--- config.mk ---
export PLATFORM = sky130hd
export DESIGN_NAME = tl_state_seq
export DESIGN_NICKNAME = d
export VERILOG_FILES = /design/src/rtl/tl_pkg.sv /design/src/rtl/tl_dwell_counter.sv /design/src/rtl/tl_state_seq.sv
export SDC_FILE = /design/constraint.sdc
export NUM_CORES = 1
export LEC_CHECK = 0
export CAP_MARGIN = 20
export CORE_MARGIN = 8
export CORE_UTILIZATION = 45
export DETAILED_ROUTE_END_ITERATION = 12
export PLACE_DENSITY = 0.7
export SLEW_MARGIN = 5
export SYNTH_ARGS = -nofsm -noshare
export SYNTH_HDL_FRONTEND = slang
export SYNTH_SLANG_ARGS = --single-unit
--- constraint.sdc ---
create_clock -name clk -period 2.57 [get_ports clk]
set_clock_uncertainty 0.05 [all_clocks]
set_input_delay 0.257 -clock clk [delete_from_list [all_inputs] [get_ports clk]]
set_output_delay 0.257 -clock clk [all_outputs]
set_load 0.01 [all_outputs]
--- src/rtl/tl_pkg.sv ---
// Shared definitions for the left-turn traffic light controller.
//   state_t  : the eight controller states S0..S7 (even = green, odd = yellow)
//   lamp_t   : lamp drive codes GREEN / YELLOW / RED
//   is_legal : a next-state request may only stay put or advance by one (mod 8)
package tl_pkg;

    typedef enum logic [2:0] {
        S0 = 3'd0,  // A straight green
        S1 = 3'd1,  // A straight yellow
        S2 = 3'd2,  // A left green
        S3 = 3'd3,  // A left yellow
        S4 = 3'd4,  // B straight green
        S5 = 3'd5,  // B straight yellow
        S6 = 3'd6,  // B left green
        S7 = 3'd7   // B left yellow
    } state_t;

    typedef enum logic [1:0] {
        GREEN  = 2'b00,
        YELLOW = 2'b01,
        RED    = 2'b10
    } lamp_t;

    // 3-bit add wraps S7 -> S0 naturally.
    function automatic logic is_legal(input logic [2:0] cs, input logic [2:0] ns);
        logic [2:0] nxt;
        nxt = cs + 3'd1;
        return (ns == cs) || (ns == nxt);
    endfunction

endpackage

--- src/rtl/tl_dwell_counter.sv ---
// Tick-based dwell counter for one light state.
//   clk, reset : rising-edge clock, synchronous active-high reset
//   clr        : restart the dwell (state change)
//   tick       : count enable, one per timebase tick
//   lim        : dwell limit in ticks for the current state (>=1)
//   cnt        : ticks counted so far, saturating at lim-1
//   done       : cnt has reached lim-1 (minimum dwell satisfied)
module tl_dwell_counter #(
    parameter int CNT_W = 8
) (
    input  logic             clk,
    input  logic             reset,
    input  logic             clr,
    input  logic             tick,
    input  logic [CNT_W:0]   lim,
    output logic [CNT_W-1:0] cnt,
    output logic             done
);

    logic [CNT_W:0]   lim_m1_w;
    logic [CNT_W-1:0] lim_m1;

    // lim may equal 2**CNT_W, so it carries one extra bit; lim-1 always fits.
    assign lim_m1_w = lim - 1'b1;
    assign lim_m1   = lim_m1_w[CNT_W-1:0];
    assign done     = (cnt == lim_m1);

    always_ff @(posedge clk) begin
        if (reset) begin
            cnt <= '0;
        end else if (clr) begin
            cnt <= '0;
        end else if (tick) begin
            // Saturate so a green held past its minimum stays "done".
            if (cnt >= lim_m1) cnt <= lim_m1;
            else               cnt <= cnt + 1'b1;
        end
    end

endmodule

--- src/rtl/tl_state_seq.sv ---
// State register and lamp driver for the left-turn traffic light controller.
// Closes the cs -> ns_logic -> ns loop: a requested state change is only
// committed once the current state has dwelt long enough, and illegal
// requests are refused and flagged.
//   clk, reset        : rising-edge clock, synchronous active-high reset
//   tick              : 1-cycle timebase strobe; dwell is measured in ticks
//   ns                : next-state request from ns_logic
//   cs                : registered current state, back to ns_logic
//   La, Lal, Lb, Lbl  : A straight, A left, B straight, B left lamps
//   err               : sticky flag, set by any illegal ns, cleared by reset
module tl_state_seq
    import tl_pkg::*;
#(
    parameter int YELLOW_TICKS    = 3,
    parameter int GREEN_MIN_TICKS = 4,
    parameter int CNT_W           = 8
) (
    input  logic       clk,
    input  logic       reset,
    input  logic       tick,
    input  logic [2:0] ns,
    output logic [2:0] cs,
    output logic [1:0] La,
    output logic [1:0] Lal,
    output logic [1:0] Lb,
    output logic [1:0] Lbl,
    output logic       err
);

    localparam logic [CNT_W:0] LIM_Y = (CNT_W+1)'(YELLOW_TICKS);
    localparam logic [CNT_W:0] LIM_G = (CNT_W+1)'(GREEN_MIN_TICKS);

    state_t           cs_q, cs_d;
    logic             legal;
    logic             commit;
    logic             done;
    logic [CNT_W:0]   lim;
    logic [CNT_W-1:0] cnt;

    assign legal = is_legal(cs_q, ns);
    // Odd states are yellow: exact dwell. Even states are green: minimum dwell.
    assign lim    = cs_q[0] ? LIM_Y : LIM_G;
    assign commit = tick && legal && done && (ns != cs_q);

    // Illegal requests freeze the counter as well as the state.
    tl_dwell_counter #(.CNT_W(CNT_W)) u_dwell (
        .clk   (clk),
        .reset (reset),
        .clr   (commit),
        .tick  (tick && legal),
        .lim   (lim),
        .cnt   (cnt),
        .done  (done)
    );

    always_comb begin
        cs_d = cs_q;
        if (commit) cs_d = state_t'(ns);
    end

    always_ff @(posedge clk) begin
        if (reset) cs_q <= S0;
        else       cs_q <= cs_d;
    end

    always_ff @(posedge clk) begin
        if (reset)       err <= 1'b0;
        else if (!legal) err <= 1'b1;
    end

    assign cs = cs_q;

    // Exactly one lamp is lit in every state; everything else is red.
    always_comb begin
        La  = RED;
        Lal = RED;
        Lb  = RED;
        Lbl = RED;
        case (cs_q)
            S0: La  = GREEN;
            S1: La  = YELLOW;
            S2: Lal = GREEN;
            S3: Lal = YELLOW;
            S4: Lb  = GREEN;
            S5: Lb  = YELLOW;
            S6: Lbl = GREEN;
            S7: Lbl = YELLOW;
            default: ;
        endcase
    end

endmodule

# ---- Yosys cells after proc, flatten, opt, wreduce, memory -nomap -nowiden
# Cells that the tools add are included.
dict set report totals {
  out_inout_bits 12
  romBits 0
  mem_count 0
  reg_bits 12
  ram_bits 0
  latch_bits 0
  in_bits 6
  elab_cells 30
}
dict set report classes {
  reduce_logical 6
  n_lt_le_gt_ge 1
  div_mod_pow 0
  n_shift 0
  n_eq_ne 11
  n_mux 6
  bitwise_logic 0
  n_mul 0
  addsub 3
}
# operator n
set op_table {}
lappend op_table {{case mux 2 bit (2 select lines)} 4}
lappend op_table {{== test 3 bit, second input constant} 4}
lappend op_table {{adder 8 x 1 -> 8 bit, second input constant} 1}
lappend op_table {{== test 8 bit} 1}
lappend op_table {{>= comparator 8 bit} 1}
lappend op_table {{two-way mux 8 bit} 1}
lappend op_table {{== test 3 x 2 -> 1 bit, second input constant} 2}
lappend op_table {{== test 3 bit} 2}
lappend op_table {{subtractor 3 x 1 -> 4 bit, second input constant} 1}
lappend op_table {{adder 3 x 1 -> 3 bit, second input constant} 1}
lappend op_table {{== test 3 x 1 -> 1 bit, second input constant} 1}
lappend op_table {{logical AND 1 bit} 3}
lappend op_table {{logical NOT 3 bit} 1}
lappend op_table {{two-way mux 3 bit} 1}
lappend op_table {{!= test 3 bit} 1}
lappend op_table {{OR reduction 2 bit} 1}
lappend op_table {{logical OR 1 bit} 1}

# ---- Logic depth before layout (Yosys ltp)
dict set report logic_depth {
  word_depth 7
  mapped_depth 7
}

# ---- Hierarchy
# Synthesis repeated with hierarchy kept, for this count alone.
dict set report unflattened {
  cells_unflattened 150
  hier_area_um2 1270.0
}
# module cells_per_inst area_per_inst_um2 n_inst
set modules_own_cells {}
lappend modules_own_cells {tl_dwell_counter 105 858.3 1}
lappend modules_own_cells {tl_state_seq 45 411.6 1}

# ---- Worst setup path after synthesis
# Ideal clock, no wire load.
dict set report synth_path {
  path_type {register to register}
  startpoint {register cs_q[0] (netlist: cs[0])}
  endpoint {register cs_q[0] (netlist: cs[0])}
  period_less_slack_ns 2.057
  path_slack_ns 0.513
  t_arrival_ns 1.893
  setup_ns 0.115
  path_stages_with_launch 8
  t_required_ns 2.405
  cell_sequence {dfxtp_1 -> ha_1 -> ha_1 -> xor2_1 -> nand2_1 -> nor4b_4 -> mux2i_1 -> nor2_1}
}
dict set report synth_between {
  elab_chain_len 6
  word_cells_on_any_way 11
  cone_classes {2 x add/sub; 4 x eq/ne; 1 x mux; 4 x reduce/logical}
}
# element line_no
set synth_lines {}
lappend synth_lines {{from (decl)} tl_state_seq.sv:33} ;# state_t cs_q, cs_d;
lappend synth_lines {{from (signal assigned)} tl_state_seq.sv:63} ;# else cs_q <= cs_d;
lappend synth_lines {{parallel branches: the longest is 5 deep, another holds subtractor 3 x 1 -> 4 bit} -}
lappend synth_lines {{logical AND 1 bit *} tl_state_seq.sv:43} ;# assign commit = tick && legal && done && (ns != cs_q);
# Every way passes the cells marked *.
# A chain may end at the register's enable or synchronous reset.

# ---- Final worst setup path
dict set report layout_path {
  startpoint {register cs_q[0] (netlist: cs[0])}
  endpoint {output Lal[1]}
}
dict set report layout_between {
  elab_chain_len 2
  word_cells_on_any_way 3
  cone_classes {2 x eq/ne; 1 x mux}
}
# element line_no
set layout_lines {}
lappend layout_lines {{== test 3 x 2 -> 1 bit} tl_state_seq.sv:79} ;# case (cs_q)
lappend layout_lines {{case mux 2 bit (2 select lines) *} tl_state_seq.sv:79}
lappend layout_lines {{to (decl)} tl_state_seq.sv:24} ;# output logic [1:0] Lal,
# Every way passes the cells marked *; elsewhere a longest branch is shown, timed or not.

==> impl_results.md <==
- Netlist cell types: 21
- Wire length of the first global-routing pass: 2573 µm
- Worst hold path startpoint: u_dwell.cnt[4]
- Total Negative Setup Slacks: 0 ps
- Leading cell type in the layout, fill and taps excluded: clkdlybuf4s50_1
- DRC Markers: 0
- Post-synth top area cell: dfxtp_1
- Number of antenna diodes: 0
- Post-detailed-placement half-perimeter wirelength: 1161 µm
- Timing-limited maximum frequency: 0.4662 GHz
- Number of top-level pins: 18
- Result of the run: finished, final reports clean
- Fraction of registers with async set/reset: 0%
- Effective utilization at floorplan: 48.03%
- Worst slack on hold paths: 418.6 ps
- Synthesized net count: 89
- Die Wd: 56.33 µm
- Static leakage power: 0.3821 nW
- Max-cap violations: 0
- Worst flop-to-flop path startpoint: cs[1]
- Netlist Area Pre-Place: 732.0 µm²
- Setup repair after global routing missed its margin: false
- Layer carrying the most global-route usage: met2
- Final layout net count: 113
- Iter 0 DRT Violations: 8
- Count of buffers inserted at the top-level ports: 17
- Register area share after synthesis: 32.82%
- Clock root buffer: clkbuf_4
- Power per standard cell area: 400.7 nW/µm²
- Setup crit start kind: flop
- Clock tree from TritonCTS: yes
- Hold Path Stages: 1
- Mean cell area of the mapped netlist: 10.03 µm²
- Number of enable flip-flop cells after synthesis: 0
- Peak supply drop: 292.2 µV
- Total routing usage reported by global routing: 9.630%
- Total wirelength of the detailed-routed design: 1420 µm
- Post-CTS setup-driven buffer insertion count: 0
- Residual overflow from global routing: 0
- Hold Buf Count CTS: 0
- Crit path capture type: output port
- Synthesized instance count: 73
- Via-per-instance ratio: 4.875
- Share of the clock period used by the worst path after layout: 83.47%
- Hold Vio Cnt, Final: 0
- Number of global-route vias before repair: 582
- Yosys reg bits: 12
- R2r endpoint: cs[2]
- GP Congestion: 0.7315
- CTS resizes: 0
- Core area: 1524 µm²
- Share of Yosys cell area claimed by the top area cell type: 32.82%
- Proportion of layout cells with a drive suffix above 1: 12.50%
- Worst Slack Setup Final: 424.8 ps
- Category of the critical setup timing path: reg2out
- Clock transition at the registers of the reported paths: 80 ps
- Placed inst area: 937.1 µm²
- GR met3 Demand/Resource: 4.719%
- Wire length per cell after detailed routing: 12.68 µm
- Overall Power: 0.3901 mW
- Endpoint arrival time on the critical path: 1840 ps
- Largest buffer count on any clock path: 2
- Maximum fanout along the worst path: 6
- Post-route cell area: 973.4 µm²
- Setup violations, final: 0
- Commonest cells after routing, fill and taps aside: clkdlybuf4s50_1 (17), dfxtp_1 (12), ha_1 (10)
- Post-Place Worst Slack: 491.7 ps
- Path depth of the worst reg2reg path: 7
- Latest clock arrival within the worst-skew pair: 270 ps
- Slew Limit Fails: 0
- Area contributors post-synth: dfxtp_1 (33%), ha_1 (17%), mux2i_1 (5.5%), and2_1 (5.1%), a21oi_1 (4.1%)
- Number of detailed-route iterations in the first pass: 2
- Total Die Area: 3173 µm²
- Final ANT Viol Nets: 0
- Die span in y: 56.33 µm
- Sinks on Clock Net: 12
- Internal reg-to-reg setup slack: 490 ps
- Area delta synth->final: 32.99%
- Overall via count from detail_route: 546
- Antenna violations before repair: 0
- Pin count of the biggest net entering global routing: 10
- Worst rel slew slack: 76.47%
- GR Util met2: 15.06%
- Main flop type after synthesis: dfxtp_1
- Met1 track demand over resource in global routing: 11.59%
- Number of warnings reported in the yosys synthesis log: 0
- Worst hold endpoint: u_dwell.cnt[4]
- Number of standard-cell rows in the floorplan: 14
- Slew at the pin with the worst max-slew slack: 351.5 ps
- Data required, critical path: 2260 ps
- CTS Buf Count: 3
- # H-tree levels: 1
- Hold/Removal Path Class: reg2reg
- Final period demand of the worst path: 2145 ps
power by group:
| part | internal [mW] | switching [mW] |
|---|---|---|
| combinational | 0.0237 | 0.0207 |
| clock | 0.0861 | 0.0653 |
| sequential | 0.190 | 0.00434 |
layout make-up:
type	instances	area (µm²)
clock buffers	4	36.28
fillers	124	550.5
flip-flops and latches	12	240.2
repair buffers	19	185.2
inverters	5	18.77
multi-input cells	56	473.0
well taps	16	20.02
sequential cells by signal (all words and copies together), names as in the netlist:
name / count
u_dwell.cnt: 8
cs: 3
err: 1
layer usage:
layer  up-vias  part of all wire (%)
li1        295                     -
met1       239                    46
met2        10                    49
met3         2                   4.9
met4         0                  0.49
met5         -                     0
critical path, cell delays in order, from the launching register on:
cell and delay [ps]:
dfxtp_1 380, buf_4 180, inv_1 80, ha_1 220, a21oi_1 150, clkdlybuf4s50_1 550
worst max path at each step:
stage                from     end  slack, ps  cells after the start
finish              cs[0]  Lal[1]        420                      5
global route        cs[0]   La[1]        270                      5
CTS                 cs[0]   La[1]        410                      5
detailed placement  cs[1]   cs[0]        490                      7
global placement    cs[0]   cs[1]        510                      8
floorplan           cs[0]   cs[0]        510                      7
synth_stat cells (2+ instances only):
cell type	n
a21oi_1	6
and2_1	6
dfxtp_1	12
ha_1	10
inv_1	5
mux2i_1	4
nand2b_1	3
nand3_1	2
nor2_1	5
nor2b_1	3
o211ai_1	3
o21ai_0	2
xnor2_1	3
xor2_1	2
cells by family after synthesis:
logic type	after synthesis	share of synthesized area, %
compound gates	13	11.28
xor+xnor	6	8.207
fa+ha+maj	10	17.09
buf+inv	5	2.564
flops	12	32.82
mux	4	5.470
simple gates	23	22.56
per-stage QoR:
stage | cells | util [%]
5_1_grt | 112 | 63.88
6_report | 112 | 63.88
4_1_cts | 112 | 63.88
2_1_floorplan | 73 | -
3_3_place_gp | 108 | 61.49
3_5_place_dp | 108 | 61.49
(Power assumes the default switching activity.)
